===== src/rtl/spi_slave_rx_if.sv =====
// SPI pins plus the byte-side handshake between the SPI receiver and the CSR core.
`timescale 1ns/1ps
interface spi_slave_rx_if #(parameter int DATA_WIDTH = 8);
    logic                  sclk;
    logic                  cs_n;
    logic                  mosi;
    logic                  miso;
    logic                  miso_oe;
    logic [DATA_WIDTH-1:0] data_rx;
    logic                  data_rdy;
    logic [DATA_WIDTH-1:0] data_tx;
    logic                  data_latch;
    logic                  rx_overrun;

    modport slave (
        input  sclk, cs_n, mosi, data_tx, data_latch,
        output miso, miso_oe, data_rx, data_rdy, rx_overrun
    );
    modport master (
        output sclk, cs_n, mosi, data_tx, data_latch,
        input  miso, miso_oe, data_rx, data_rdy, rx_overrun
    );
endinterface


===== src/rtl/spi_slave_rx.sv =====
// SPI mode-0 slave: oversampled deserializer to the CSR byte interface, with MISO return path.
// Optional SPI_LSB_FIRST_EN selects LSB-first shifting on both directions.
`timescale 1ns/1ps
module spi_slave_rx #(
    parameter int DATA_WIDTH = 8,
    parameter int CNT_WIDTH  = 4
) (
    input logic          clk,
    input logic          rst_bar,
    spi_slave_rx_if.slave bus
);
    typedef enum logic [1:0] {IDLE, SHIFT, DONE} state_t;

`ifdef SPI_LSB_FIRST_EN
    localparam int TX_BIT  = 0;
    localparam int TX_NEXT = 1;
`else
    localparam int TX_BIT  = DATA_WIDTH - 1;
    localparam int TX_NEXT = DATA_WIDTH - 2;
`endif

    state_t                state;
    logic [2:0]            sclk_q;
    logic [1:0]            cs_q;
    logic [1:0]            mosi_q;
    logic [CNT_WIDTH-1:0]  cnt;
    logic [DATA_WIDTH-1:0] rx_sr, tx_sr, tx_buf, data_rx_q;
    logic [DATA_WIDTH-1:0] rx_shifted, tx_shifted, tx_load;
    logic                  tx_full, pending, overrun_q;
    logic                  miso_q, miso_oe_q, data_rdy_q;
    logic                  sclk_rise, sclk_fall, selected, tx_take;

    always_ff @(posedge clk or negedge rst_bar) begin
        if (!rst_bar) begin
            sclk_q <= '0;
            cs_q   <= '1;
            mosi_q <= '0;
        end else begin
            sclk_q <= {sclk_q[1:0], bus.sclk};
            cs_q   <= {cs_q[0], bus.cs_n};
            mosi_q <= {mosi_q[0], bus.mosi};
        end
    end

    assign sclk_rise = sclk_q[1] & ~sclk_q[2];
    assign sclk_fall = ~sclk_q[1] & sclk_q[2];
    assign selected  = ~cs_q[1];
    assign tx_load   = tx_full ? tx_buf : '0;
    assign tx_take   = selected && (state == IDLE || state == DONE);

`ifdef SPI_LSB_FIRST_EN
    assign rx_shifted = {mosi_q[1], rx_sr[DATA_WIDTH-1:1]};
    assign tx_shifted = {1'b0, tx_sr[DATA_WIDTH-1:1]};
`else
    assign rx_shifted = {rx_sr[DATA_WIDTH-2:0], mosi_q[1]};
    assign tx_shifted = {tx_sr[DATA_WIDTH-2:0], 1'b0};
`endif

    always_ff @(posedge clk or negedge rst_bar) begin
        if (!rst_bar) begin
            state      <= IDLE;
            cnt        <= '0;
            rx_sr      <= '0;
            tx_sr      <= '0;
            miso_q     <= 1'b0;
            miso_oe_q  <= 1'b0;
            data_rx_q  <= '0;
            data_rdy_q <= 1'b0;
        end else begin
            data_rdy_q <= 1'b0;
            case (state)
                IDLE: begin
                    miso_q    <= 1'b0;
                    miso_oe_q <= 1'b0;
                    if (selected) begin
                        tx_sr     <= tx_load;
                        miso_q    <= tx_load[TX_BIT];
                        miso_oe_q <= 1'b1;
                        cnt       <= '0;
                        state     <= SHIFT;
                    end
                end
                SHIFT: begin
                    if (!selected) begin
                        miso_q    <= 1'b0;
                        miso_oe_q <= 1'b0;
                        state     <= IDLE;
                    end else if (sclk_rise) begin
                        rx_sr <= rx_shifted;
                        cnt   <= cnt + 1'b1;
                        if (cnt == CNT_WIDTH'(DATA_WIDTH - 1))
                            state <= DONE;
                    end else if (sclk_fall && cnt != '0) begin
                        // The fall trailing a byte's last rise (cnt==0) must not
                        // shift away the next byte's first bit loaded in DONE.
                        tx_sr  <= tx_shifted;
                        miso_q <= tx_sr[TX_NEXT];
                    end
                end
                DONE: begin
                    data_rx_q  <= rx_sr;
                    data_rdy_q <= 1'b1;
                    cnt        <= '0;
                    if (selected) begin
                        tx_sr  <= tx_load;
                        miso_q <= tx_load[TX_BIT];
                        state  <= SHIFT;
                    end else begin
                        // Leaving the frame: keep the TX buffer for the next select.
                        miso_q    <= 1'b0;
                        miso_oe_q <= 1'b0;
                        state     <= IDLE;
                    end
                end
                default: state <= IDLE;
            endcase
        end
    end

    always_ff @(posedge clk or negedge rst_bar) begin
        if (!rst_bar) begin
            tx_buf    <= '0;
            tx_full   <= 1'b0;
            pending   <= 1'b0;
            overrun_q <= 1'b0;
        end else begin
            if (bus.data_latch) begin
                tx_buf  <= bus.data_tx;
                tx_full <= 1'b1;
            end else if (tx_take) begin
                tx_full <= 1'b0;
            end
            // pending: last delivered byte carried op bits and no latch has answered it yet
            if (state == DONE) begin
                if (pending && !bus.data_latch)
                    overrun_q <= 1'b1;
                pending <= |rx_sr[DATA_WIDTH-1:DATA_WIDTH-2];
            end else if (bus.data_latch) begin
                pending <= 1'b0;
            end
        end
    end

    assign bus.miso       = miso_q;
    assign bus.miso_oe    = miso_oe_q;
    assign bus.data_rx    = data_rx_q;
    assign bus.data_rdy   = data_rdy_q;
    assign bus.rx_overrun = overrun_q;
endmodule

===== src/flat_wrapper.sv =====
// flat-port wrapper written by rule: the top's interface ports become plain ports
module spi_slave_rx_flat 
#(
    parameter int DATA_WIDTH = 8,
    parameter int CNT_WIDTH  = 4
)
  (clk, rst_bar, bus_sclk, bus_cs_n, bus_mosi, bus_data_tx, bus_data_latch, bus_miso, bus_miso_oe, bus_data_rx, bus_data_rdy, bus_rx_overrun);
  spi_slave_rx_if #(.DATA_WIDTH(DATA_WIDTH)) bus_i ();
  input logic clk;
  input logic rst_bar;
  input wire logic [$bits(bus_i.sclk)-1:0] bus_sclk;
  input wire logic [$bits(bus_i.cs_n)-1:0] bus_cs_n;
  input wire logic [$bits(bus_i.mosi)-1:0] bus_mosi;
  input wire logic [$bits(bus_i.data_tx)-1:0] bus_data_tx;
  input wire logic [$bits(bus_i.data_latch)-1:0] bus_data_latch;
  output wire logic [$bits(bus_i.miso)-1:0] bus_miso;
  output wire logic [$bits(bus_i.miso_oe)-1:0] bus_miso_oe;
  output wire logic [$bits(bus_i.data_rx)-1:0] bus_data_rx;
  output wire logic [$bits(bus_i.data_rdy)-1:0] bus_data_rdy;
  output wire logic [$bits(bus_i.rx_overrun)-1:0] bus_rx_overrun;
  assign bus_i.sclk = bus_sclk;
  assign bus_i.cs_n = bus_cs_n;
  assign bus_i.mosi = bus_mosi;
  assign bus_i.data_tx = bus_data_tx;
  assign bus_i.data_latch = bus_data_latch;
  assign bus_miso = bus_i.miso;
  assign bus_miso_oe = bus_i.miso_oe;
  assign bus_data_rx = bus_i.data_rx;
  assign bus_data_rdy = bus_i.data_rdy;
  assign bus_rx_overrun = bus_i.rx_overrun;
  spi_slave_rx #(.DATA_WIDTH(DATA_WIDTH), .CNT_WIDTH(CNT_WIDTH)) u_core (.clk(clk), .rst_bar(rst_bar), .bus(bus_i));
endmodule

===== config.mk =====
export PLATFORM = sky130hd
export DESIGN_NAME = spi_slave_rx_flat
export DESIGN_NICKNAME = d
export VERILOG_FILES = /design/src/rtl/spi_slave_rx_if.sv /design/src/rtl/spi_slave_rx.sv /design/src/flat_wrapper.sv
export SDC_FILE = /design/constraint.sdc
export NUM_CORES = 1
export LEC_CHECK = 0
export CORE_ASPECT_RATIO = 0.8
export CORE_MARGIN = 10
export CORE_UTILIZATION = 45
export DETAILED_ROUTE_END_ITERATION = 16
export DONT_BUFFER_PORTS = 1
export GPL_ROUTABILITY_DRIVEN = 0
export PLACE_DENSITY = 0.63
export SKIP_CTS_REPAIR_TIMING = 1
export SYNTH_ARGS = -nofsm -noshare
export SYNTH_HDL_FRONTEND = slang
export SYNTH_SLANG_ARGS = --single-unit

===== constraint.sdc =====
create_clock -name clk -period 4.4 [get_ports clk]
set_input_delay 0.44 -clock clk [delete_from_list [all_inputs] [get_ports clk]]
set_output_delay 0.44 -clock clk [all_outputs]
set_load 0.01 [all_outputs]

* Yosys cells after proc, flatten, opt, wreduce, memory -nomap -nowiden
Cells that the tools add are included.
** Word-level totals
- Logic and storage cells :: 86
- Input bits :: 14
- Register bits :: 50
- Output and inout port bits :: 12
** Cells by class
- Bitwise operators :: 5
- Multiplexer cells :: 29
- $add $sub $neg :: 1
- Reductions and logical operators :: 22
- Equal/unequal tests :: 14
** Operators with widths (number)
- 2-to-1 mux 7 bit :: 4
- case mux 7 bit (2 select lines) :: 1
- 2-to-1 mux 1 bit :: 12
- 2-to-1 mux 4 bit :: 3
- case mux 4 bit (3 select lines) :: 1
- inequality test 3 x 1 -> 1 bit (second input constant) :: 3
- AND reduction 3 bit :: 3
- 2-to-1 mux 2 bit :: 4
- 2-to-1 mux 8 bit :: 1
- inequality test 2 bit (second input constant) :: 4
- nonzero test 2 bit :: 4
- inequality test 2 x 1 -> 1 bit (second input constant) :: 3
- case mux 2 bit (3 select lines) :: 1
- OR reduction 2 bit :: 3
- AND reduction 5 bit :: 1
- adder 4 x 1 -> 4 bit (second input constant) :: 1
- equality test 4 x 3 -> 1 bit (second input constant) :: 1
- case mux 1 bit (2 select lines) :: 2
- AND reduction 2 bit :: 2
- AND reduction 4 bit :: 1
- nonzero test 4 bit :: 1
- logical AND 1 bit :: 3
- inequality test 3 x 2 -> 1 bit (second input constant) :: 1
- NOT 1 bit :: 3
- other kinds (7) :: 8

* Logic depth before layout (Yosys ltp)
Gate-level depths: netlist (run 1).
- Depth in word-level cells :: 7
- Mapped depth :: 6
- Gate-level depth less buffers :: 5

* Least setup slack after synthesis (run 1)
Ideal clock, no wire load.
- Path kind :: reg-to-reg
- Start point :: register u_core.cnt[0]
- End point :: register u_core.tx_sr[1]
- Stages on the path, launching flop included :: 6
- Setup slack :: 2653 ps
- Data arrival time :: 1623 ps
- Data required time :: 4275 ps
- Cells stage by stage :: dfrtp_1 inv_1 ha_1 or3b_4 a32oi_4 mux2_2
** Between the ends
- Word-level cells in the longest chain between the ends :: 4
** Ends and longest elaborated chain
- start: declaration :: RTL line spi_slave_rx.sv:26 : logic [CNT_WIDTH-1:0] cnt;
- start signal: assignment :: RTL line spi_slave_rx.sv:90 : cnt <= cnt + 1'b1;
- nonzero test 4 bit :: RTL line spi_slave_rx.sv:93 : end else if (sclk_fall && cnt != '0) begin
- logical AND 1 bit :: RTL line spi_slave_rx.sv:93
- inequality test 2 x 1 -> 1 bit (no source line)
- AND reduction 5 bit (no source line)
- end signal: assignment :: RTL line spi_slave_rx.sv:76 : tx_sr <= tx_load;
- end signal: assignment :: RTL line spi_slave_rx.sv:96 : tx_sr <= tx_shifted;
- end signal: assignment :: RTL line spi_slave_rx.sv:105 : tx_sr <= tx_load;
- end: declaration :: RTL line spi_slave_rx.sv:27 : logic [DATA_WIDTH-1:0] rx_sr, tx_sr, tx_buf, data_rx_q;
Every way passes these cells.
A chain may end at the register's enable or synchronous reset.

* Worst setup path after layout (run 1)
- Start point :: register u_core.state[0]
- End point :: register u_core.tx_sr[5]
** Between the ends
- Word-level cells in the longest chain between the ends :: 4
- Elaborated cells on any way between the ends :: 11
- Classes of those cells :: eq/ne: 6; mux: 1; reduce/logical: 4
** Ends and longest elaborated chain
- start: declaration :: RTL line spi_slave_rx.sv:22 : state_t state;
- start signal: assignment :: RTL line spi_slave_rx.sv:61 : state <= IDLE;
- start signal: assignment :: RTL line spi_slave_rx.sv:80 : state <= SHIFT;
- start signal: assignment :: RTL line spi_slave_rx.sv:87 : state <= IDLE;
- equality test 2 bit / zero test 2 bit (equally long branches) :: RTL line spi_slave_rx.sv:71 : case (state)
- OR reduction 2 bit (no source line)
- inequality test 2 bit (no source line) / nonzero test 2 bit (equally long branches)
- AND reduction 5 bit (no source line)
Parallel ways exist; a longest one is shown, timed or not.

==> results of run 1 <==
-- sequential cells by signal, summed over array words and instances (netlist names) --
signal and flops:
u_core.bus.data_rdy 1, u_core.bus.data_rx 8, u_core.bus.miso 1, u_core.bus.miso_oe 1
u_core.bus.rx_overrun 1, u_core.cnt 4, u_core.cs_q 2, u_core.mosi_q 2
u_core.pending 1, u_core.rx_sr 8, u_core.sclk_q 3, u_core.state 2
u_core.tx_buf 8, u_core.tx_full 1, u_core.tx_sr 7
-- through the flow --
step | hold WS [ns] | setup WS, ns | area [um^2]
CTS | -0.191 | 1.98 | 2330
finish | 0.121 | 2.02 | 2370
global placement | 0.146 | 2.15 | 2230
global route | 0.0998 | 1.80 | 2370
detailed placement | 0.146 | 1.99 | 2230
floorplan | 0.144 | 2.65 | 2180
-- cells by family after synthesis --
logic type | after synthesis | share of synthesized area
mux | 34 | 0.172
compound gates | 31 | 0.107
fa+ha+maj | 6 | 0.0344
simple gates | 26 | 0.0756
buf+inv | 21 | 0.0372
flops | 50 | 0.574
-- final timing paths --
path,from,endpoint
max,u_core.state[0],u_core.tx_sr[5]
min,bus_cs_n,u_core.cs_q[0]
max reg2reg,u_core.state[0],u_core.tx_sr[5]
min reg2reg,u_core.mosi_q[0],u_core.mosi_q[1]
max in group asynchronous,rst_bar,u_core.cs_q[1]
min in group asynchronous,rst_bar,u_core.mosi_q[1]
-- routing by layer --
layer | GRT usage | routed length, um
met4 | 0.0304 | 40
met2 | 0.147 | 1750
met5 | 0 | 0
met1 | 0.121 | 1660
met3 | 0.0465 | 323
-- final cells by class --
cell class | instances | area, um^2
inverter | 13 | 48.8
clock buffer | 6 | 82.6
tap | 60 | 75.1
clock inverter | 2 | 16.3
multi-input combinational | 97 | 856
fill | 394 | 2280
sequential | 50 | 1250
timing repair buffer | 2 | 37.5
-- power breakdown --
part | switching [mW] | internal (mW) | total [mW] | leakage [nW]
clock network | 0.154 | 0.130 | 0.284 | 0.0478
registers | 0.0551 | 0.536 | 0.591 | 0.640
logic | 0.143 | 0.139 | 0.283 | 0.392
-- worst reg2reg max path: stages (launching register included) --
cell and delay, ns:
sky130_fd_sc_hd__dfrtp_1 0.41, sky130_fd_sc_hd__inv_1 0.10, sky130_fd_sc_hd__ha_1 0.71, sky130_fd_sc_hd__o21ai_0 0.29
sky130_fd_sc_hd__a32oi_4 0.37, sky130_fd_sc_hd__mux2_2 0.39
-- cell usage after synthesis, drive strengths merged, types with 4 or more instances --
cell / number
mux2i: 5
ha: 6
o21ai: 10
inv: 13
mux2: 29
o211ai: 5
nand2: 4
clkbuf: 6
nor2: 6
dfrtp: 48
-- cells in the final DEF (no fill, tap or decap), drive strengths merged, types with 4 or more instances in the layout --
cell,instances
dfrtp,48
mux2i,5
clkbuf,6
mux2,29
o21ai,10
o211ai,5
nor2,6
ha,6
inv,14
nand2,4
==> flow_metrics.tcl, run 1 <==
set metrics [dict create \
    synth.largest_area_cell "sky130_fd_sc_hd__dfrtp_1" \
    synth-seq-cells 50 \
    drt-vias-per-instance 5.46 \
    cpLargestDelayFamily "adder cells" \
    numPortBuffers 0 \
    antenna_cells_inserted 0 \
    critPathKind "reg -> reg" \
    holdCritPathClass "in -> reg" \
    postSynthCellCount 168 \
    worst_path_largest_cell_delay_ns 0.71 \
    yosysWarningCount 0 \
    top_level_ports 26 \
    maximum_fanout_along_the_worst_path 23 \
    antenna_found_initial 0 \
    die_footprint_um2 8060 \
    start_util 0.470 \
    cts-root-buf "sky130_fd_sc_hd__clkbuf_8" \
    critical_path_stages 5 \
    grt_start_max_net_pins 51 \
    setup.worst_path.end_class "flip-flop" \
    synth-main-ff-cell "sky130_fd_sc_hd__dfrtp_1" \
    final_nets 189 \
    detailedRoute.firstIterationViolations 63 \
    total_power_consumption_of_the_routed_design_mw 1.16 \
    timing_worst_slew_pin_value_ns 0.989 \
    number_of_enable_type_register_cells_in_the_synthesized_netlist 0 \
    layout-area-overhead-vs-synth_pct 8.48 \
    max-vdd-ir-drop_mv 0.263 \
    core-area_um2 4650 \
    routed_wire_length_per_instance_um 16.4 \
    clock_pin_slew_of_the_registers_on_the_worst_case_setup_and_hold_paths_ns 0.09 \
    ctsLongestPathBuffers 2 \
    final-max-slew-violation-count 0 \
    cts-htree-levels 2 \
    p_leak_nw 1.08 \
    cts_sinks 50 \
    critical-path-slowest-cell "sky130_fd_sc_hd__ha_1" \
    floorplan.die.width_um 97.9 \
    drt.antenna.violating_nets 0 \
    hold_depth 0 \
    num_rows 22 \
    outcome "complete, no violations" \
    post-place-cells 220 \
    final_period_minus_worst_setup_slack_ns 2.38 \
    r2r_setup_slack_ns 2.02 \
    final_core_utilization 0.509 \
    power.density_nw_per_um2 488 \
    mapped_cell_area_um2 2180 \
    postSynth.asyncResetShare 1.00 \
    clock_insertion_delay_worst_skew_ns 0.30 \
    finalHoldViolCount 0 \
    instances_no_fill 230 \
    maxClockFrequency_mhz 420 \
    first_global_vias 1254 \
    via_count 1256 \
    total_of_max_cap_violations 0 \
    setup_viol_count_final 0 \
    unrepaired_setup_endpoints_after_global_routing "false" \
    post_synth_num_cell_types 35 \
    chain_of_cells_forming_the_critical_path "inv_1 -> ha_1 -> o21ai_0 -> a32oi_4 -> mux2_2" \
    average_size_of_a_mapped_cell_um2 13.0 \
    cp_data_required_time_ns 4.59 \
    setup_total_negative_slack_ns 0 \
    drc 0 \
    globalRouteOverflowTotal 0 \
    synth_sequential_area_ratio 0.574 \
    detailed_place_hpwl_um 2710 \
    netlist_top_cells_area "sky130_fd_sc_hd__dfrtp_1, sky130_fd_sc_hd__mux2_2, sky130_fd_sc_hd__ha_1" \
    cp_data_arrival_time_ns 2.57 \
    cp-start-kind "flip-flop" \
    synth_fp_nets 188 \
    cts_tree "built" \
    slew_headroom 0.331 \
    chipHeight_um 82.3 \
    timing.critical_path.buf_inv 1 \
    dr.pass1.iters 4 \
    global_route.usage.total 0.0970 \
    ff2ff_path_depth 5 \
    period_share 0.542 \
    wirelength_um 3770 \
    grt_pass1_wl_um 6280 \
    drive_above_1_share 0.288 \
    tritoncts.num_buffers 5 \
    clock_skew_ns 0.00721 \
    synth_top_area_share 0.550 \
]
No activity file was read; power rests on OpenSTA's default activity.
==> run 2: changes to the inputs <==
- clock period: 4.4 -> 2.4 ns (I/O delays scaled with it)
==> run 2 against run 1 <==
Net effect: non-clock buffer count up 7; first-iteration DRC count up 27%; setup slack worse by 1.5 ns; fmax up 25%; via count up 1.8%; design area up 4.2%; clock skew down 0.0013 ns; largest cell class unchanged.
==> flow_metrics.tcl, run 2 (same netlist as run 1, synthesis figures left out) <==
set metrics [dict create \
    total_of_max_cap_violations 0 \
    first_global_vias 1354 \
    ff2ff_path_depth 6 \
    maximum_fanout_along_the_worst_path 15 \
    cts-htree-levels 2 \
    clock_power_share 0.299 \
    holdCritPathClass "in -> reg" \
    start_util 0.470 \
    final_period_minus_worst_setup_slack_ns 1.90 \
    r2r_setup_slack_ns 0.50 \
    top_level_ports 26 \
    setup.worst_path.end_class "flip-flop" \
    drt-vias-per-instance 5.40 \
    antenna_cells_inserted 0 \
    global_route.usage.met3 0.0423 \
    finalHoldViolCount 0 \
    rr_startpoint "u_core.state[0]" \
    max-vdd-ir-drop_mv 0.532 \
    grtUsageMet2 0.156 \
    worst_path_largest_cell_delay_ns 0.50 \
    commonest_cells_after_routing_fill_and_taps_aside "sky130_fd_sc_hd__dfrtp_1, sky130_fd_sc_hd__mux2_2, sky130_fd_sc_hd__inv_1, sky130_fd_sc_hd__o21ai_0" \
    drive_above_1_share 0.299 \
    numPortBuffers 0 \
    hold_end "u_core.tx_full" \
    drt.antenna.violating_nets 0 \
    power_switching_share 0.279 \
    chain_of_cells_forming_the_critical_path "inv_1 -> ha_1 -> buf_4 -> a211oi_1 -> o22ai_1 -> a22o_2" \
    cp-start-kind "flip-flop" \
    wirelength_um 3930 \
    layout-area-overhead-vs-synth_pct 13.0 \
    hold_depth 1 \
    worst_slack_ns 0.496 \
    sequentialPowerShare 0.468 \
    hold_path.startpoint "bus_data_latch" \
    grt.busiest_layer "met2" \
    clock_insertion_delay_worst_skew_ns 0.30 \
    global_route.usage.total 0.101 \
    tritoncts.num_buffers 5 \
    cts_sinks 50 \
    comb_power_share 0.233 \
    globalRouteOverflowTotal 0 \
    cp_data_required_time_ns 2.60 \
    place_ws_ns 0.521 \
    cts-root-buf "sky130_fd_sc_hd__clkbuf_8" \
    dr.pass1.iters 4 \
    num_rows 22 \
    critPathKind "reg -> reg" \
    grt_pass1_wl_um 6630 \
    core-area_um2 4650 \
    timing_worst_slew_pin_value_ns 0.519 \
    routed_wire_length_per_instance_um 16.6 \
    final_nets 196 \
    clock_pin_slew_of_the_registers_on_the_worst_case_setup_and_hold_paths_ns 0.09 \
    maxClockFrequency_mhz 525 \
    antenna_found_initial 0 \
    via_count 1279 \
    detailedRoute.firstIterationViolations 80 \
    floorplan.die.width_um 97.9 \
    setup_viol_count_final 0 \
    grt_start_max_net_pins 51 \
    clock_skew_ns 0.00595 \
    period_share 0.793 \
    regToRegEndpoint "u_core.cnt[2]" \
    power_report.internal_total_mw 1.67 \
    critical-path-slowest-cell "sky130_fd_sc_hd__a211oi_1" \
    ctsLongestPathBuffers 2 \
    setup_total_negative_slack_ns 0 \
    unrepaired_setup_endpoints_after_global_routing "false" \
    power.density_nw_per_um2 936 \
    p_leak_nw 1.13 \
    p_switching_mw 0.645 \
    global_route.usage.met1 0.124 \
    cts_tree "built" \
    final-max-slew-violation-count 0 \
    drc 0 \
    layout_commonest_cell "sky130_fd_sc_hd__dfrtp_1" \
    outcome "complete, no violations" \
    timing.critical_path.buf_inv 2 \
    detailed_place_hpwl_um 2850 \
    cpLargestDelayFamily "compound AO/OA/AOI/OAI gates" \
    die_footprint_um2 8060 \
    cp_data_arrival_time_ns 2.10 \
    slew_headroom 0.652 \
    chipHeight_um 82.3 \
]
run 2: worst max-delay path by stage:
stage / from / to / depth (start not counted)
after global routing: u_core.state[0] / u_core.cnt[2] / 6
after floorplan: u_core.cnt[0] / u_core.tx_sr[1] / 5
final: u_core.state[0] / u_core.cnt[2] / 6
after detailed placement: u_core.state[0] / u_core.cnt[2] / 6
after CTS: u_core.state[0] / u_core.cnt[2] / 6
after global placement: u_core.state[0] / u_core.tx_sr[3] / 6
run 2: area by class of cell:
class	instances	area, um^2
multi-input combinational	97	856
timing repair buffer	9	97.6
sequential	50	1250
clock buffer	5	68.8
clock inverter	3	68.8
inverter	13	48.8
fill	390	2180
tap	60	75.1
run 2: worst reg2reg max path, stage by stage, from the launching register on:
cell and delay (ns):
sky130_fd_sc_hd__dfrtp_1 0.38, sky130_fd_sc_hd__inv_1 0.09, sky130_fd_sc_hd__ha_1 0.22, sky130_fd_sc_hd__buf_4 0.19, sky130_fd_sc_hd__a211oi_1 0.50, sky130_fd_sc_hd__o22ai_1 0.15
sky130_fd_sc_hd__a22o_2 0.29
run 2: per-layer routing:
layer | vias to the layer above | share of wire
met2 | 19 | 0.48
met5 | - | 0
li1 | 614 | -
met4 | 0 | 0.010
met1 | 639 | 0.44
met3 | 7 | 0.063
run 2: power by group through the flow:
stage / logic [mW] / clock network, mW / registers, mW
4_1_cts: 0.514 / 0.716 / 1.08
5_1_grt: 0.616 / 0.752 / 1.10
2_1_floorplan: 0.433 / 0 / 1.06
3_5_place_dp: 0.511 / 0 / 1.10
6_report: 0.539 / 0.691 / 1.08
3_3_place_gp: 0.492 / 0 / 1.09
run 2: metrics by stage:
step | instances | cell area, um^2 | hold WS, ns | power, mW | utilization
2_1_floorplan | 168 | 2180 | -0.0556 | 1.49 | -
4_1_cts | 232 | 2400 | -0.392 | 2.31 | 0.516
3_5_place_dp | 224 | 2260 | -0.0540 | 1.61 | 0.487
3_3_place_gp | 224 | 2260 | -0.0539 | 1.58 | 0.487
5_1_grt | 237 | 2470 | 0.0226 | 2.47 | 0.531
6_report | 237 | 2470 | 0.0457 | 2.31 | 0.531
==> run 3: changes to the inputs <==
- PLACE_DENSITY: 0.63 -> 0.65
- clock period: 2.4 -> 1.65 ns (I/O delays scaled with it)
==> run 3 against run 2 <==
Net effect: the flow now finishes with violations (negative setup slack); fmax increased by 7.0%; total power is 56% higher; utilization rose by 5.9 points; sequential share of layout area shrank 5.0 points; critical endpoint is now u_core.tx_sr[5]; highest routed layer unchanged.
==> flow_metrics.tcl, run 3 (same netlist as run 1, synthesis figures left out) <==
set metrics [dict create \
    detailedRoute.firstIterationViolations 82 \
    layout-area-overhead-vs-synth_pct 25.6 \
    via_count 1415 \
    placed_area_um2 2390 \
    final_nets 220 \
    setup_viol_count_final 8 \
    commonest_cells_after_routing_fill_and_taps_aside "sky130_fd_sc_hd__dfrtp_1, sky130_fd_sc_hd__mux2_2, sky130_fd_sc_hd__buf_4, sky130_fd_sc_hd__inv_1, sky130_fd_sc_hd__dlygate4sd3_1" \
    unrepaired_setup_endpoints_after_global_routing "true" \
    clock_skew_ns 0.00771 \
    clock_insertion_delay_worst_skew_ns 0.30 \
    p_leak_nw 1.27 \
    finalHoldViolCount 0 \
    ff_latch_area_um2 1250 \
    violations_in_the_final_reports "negative setup slack" \
    numPortBuffers 0 \
    dr.pass1.iters 4 \
    outcome "complete, but fails checks" \
    antenna_cells_inserted 0 \
    critPathKind "reg -> reg" \
    antenna_found_initial 0 \
    drc 0 \
    maxClockFrequency_mhz 562 \
    ctsLongestPathBuffers 2 \
    num_rows 22 \
    final_core_utilization 0.590 \
    maximum_fanout_along_the_worst_path 5 \
    global_route.usage.total 0.110 \
    cp_data_required_time_ns 1.84 \
    drt-vias-per-instance 5.42 \
    top_level_ports 26 \
    cts_tree "built" \
    floorplan.die.width_um 97.9 \
    routed_wire_length_per_instance_um 18.0 \
    worst_slack_ns -0.130 \
    timing_worst_slew_pin_value_ns 0.341 \
    power.density_nw_per_um2 1310 \
    tritoncts.num_buffers 5 \
    final_area_um2 2740 \
    detailed_place_hpwl_um 3020 \
    grt_start_max_net_pins 51 \
    total_of_max_cap_violations 0 \
    chipHeight_um 82.3 \
    holdCritPathClass "in -> reg" \
    first_global_vias 1449 \
    setup.worst_path.end_class "flip-flop" \
    clock_pin_slew_of_the_registers_on_the_worst_case_setup_and_hold_paths_ns 0.10 \
    slew_headroom 0.773 \
    multiInputGateArea_um2 948 \
    final_period_minus_worst_setup_slack_ns 1.78 \
    nFillCells 361 \
    wirelength_um 4690 \
    core-area_um2 4650 \
    max-vdd-ir-drop_mv 0.566 \
    cp-start-kind "flip-flop" \
    drive_above_1_share 0.428 \
    start_util 0.470 \
    cp_data_arrival_time_ns 1.97 \
    grt_pass1_wl_um 7260 \
    drt.antenna.violating_nets 0 \
    die_footprint_um2 8060 \
    cts-htree-levels 2 \
    final-max-slew-violation-count 0 \
    layout_commonest_cell "sky130_fd_sc_hd__dfrtp_1" \
    period_share 1.08 \
    cts_sinks 50 \
    cts-root-buf "sky130_fd_sc_hd__clkbuf_8" \
    globalRouteOverflowTotal 0 \
]
[run 3: changes by cell type in the layout (fill, tap and decap cells not counted), sizes merged]
cell,previous run,this run
inv,13,14
clkinv,1,0
clkinvlp,0,1
bufinv,2,1
dlygate4sd3,4,8
buf,5,25
[run 3: layout make-up]
| cell class | count | area share |
|---|---|---|
| Sequential cell | 50 | 0.457 |
| Multi-Input combinational cell | 97 | 0.346 |
| Timing Repair Buffer | 33 | 0.109 |
| Tap cell | 60 | 0.0274 |
| Clock buffer | 5 | 0.0251 |
| Clock inverter | 3 | 0.0178 |
| Inverter | 13 | 0.0178 |
[run 3: path summary, 6_finish.rpt]
check                                      start               end  slack (ns)  cells past startpoint
worst min-delay path              bus_data_tx[0]  u_core.tx_buf[0]        0.01                      1
worst max-delay path               u_core.cnt[1]   u_core.tx_sr[5]       -0.13                      5
worst max register to register     u_core.cnt[1]   u_core.tx_sr[5]       -0.13                      5
worst min register to register  u_core.sclk_q[0]  u_core.sclk_q[1]        0.35                      0
max in group asynchronous                rst_bar    u_core.cs_q[1]        1.00                      2
min in group asynchronous                rst_bar     u_core.cnt[3]        0.37                      2
[run 3: metrics by stage]
stage	worst slack [ns]	power, mW	TNS, ns	hold WS [ns]	std cells
6_report	-0.130	3.60	-0.792	0.00991	261
5_1_grt	-0.175	3.82	-1.25	0.00179	261
4_1_cts	-0.159	3.38	-1.51	-0.464	249
3_5_place_dp	-0.131	2.47	-0.725	-0.128	241
3_3_place_gp	-0.0374	2.43	-0.431	-0.128	241
2_1_floorplan	-0.0973	2.17	-0.389	-0.131	168
[run 3: power breakdown]
group | internal, mW | leakage (nW) | switching, mW
Sequential | 1.43 | 0.639 | 0.161
Combinational | 0.624 | 0.575 | 0.496
Clock | 0.462 | 0.0563 | 0.430
Total | 2.52 | 1.27 | 1.09
[run 3: layer usage]
metal	GRT usage	wire length, um	up-vias
li1	-	-	651
met1	0.132	2090	723
met2	0.176	2280	39
met3	0.0448	304	2
met4	0.0391	16	0
met5	0	0	-
[run 3: critical path, stage by stage (launching register included)]
cell and delay (ns):
sky130_fd_sc_hd__dfrtp_1 0.41, sky130_fd_sc_hd__inv_2 0.08, sky130_fd_sc_hd__ha_4 0.13, sky130_fd_sc_hd__or3b_4 0.40, sky130_fd_sc_hd__a32oi_4 0.32, sky130_fd_sc_hd__mux2_4 0.34
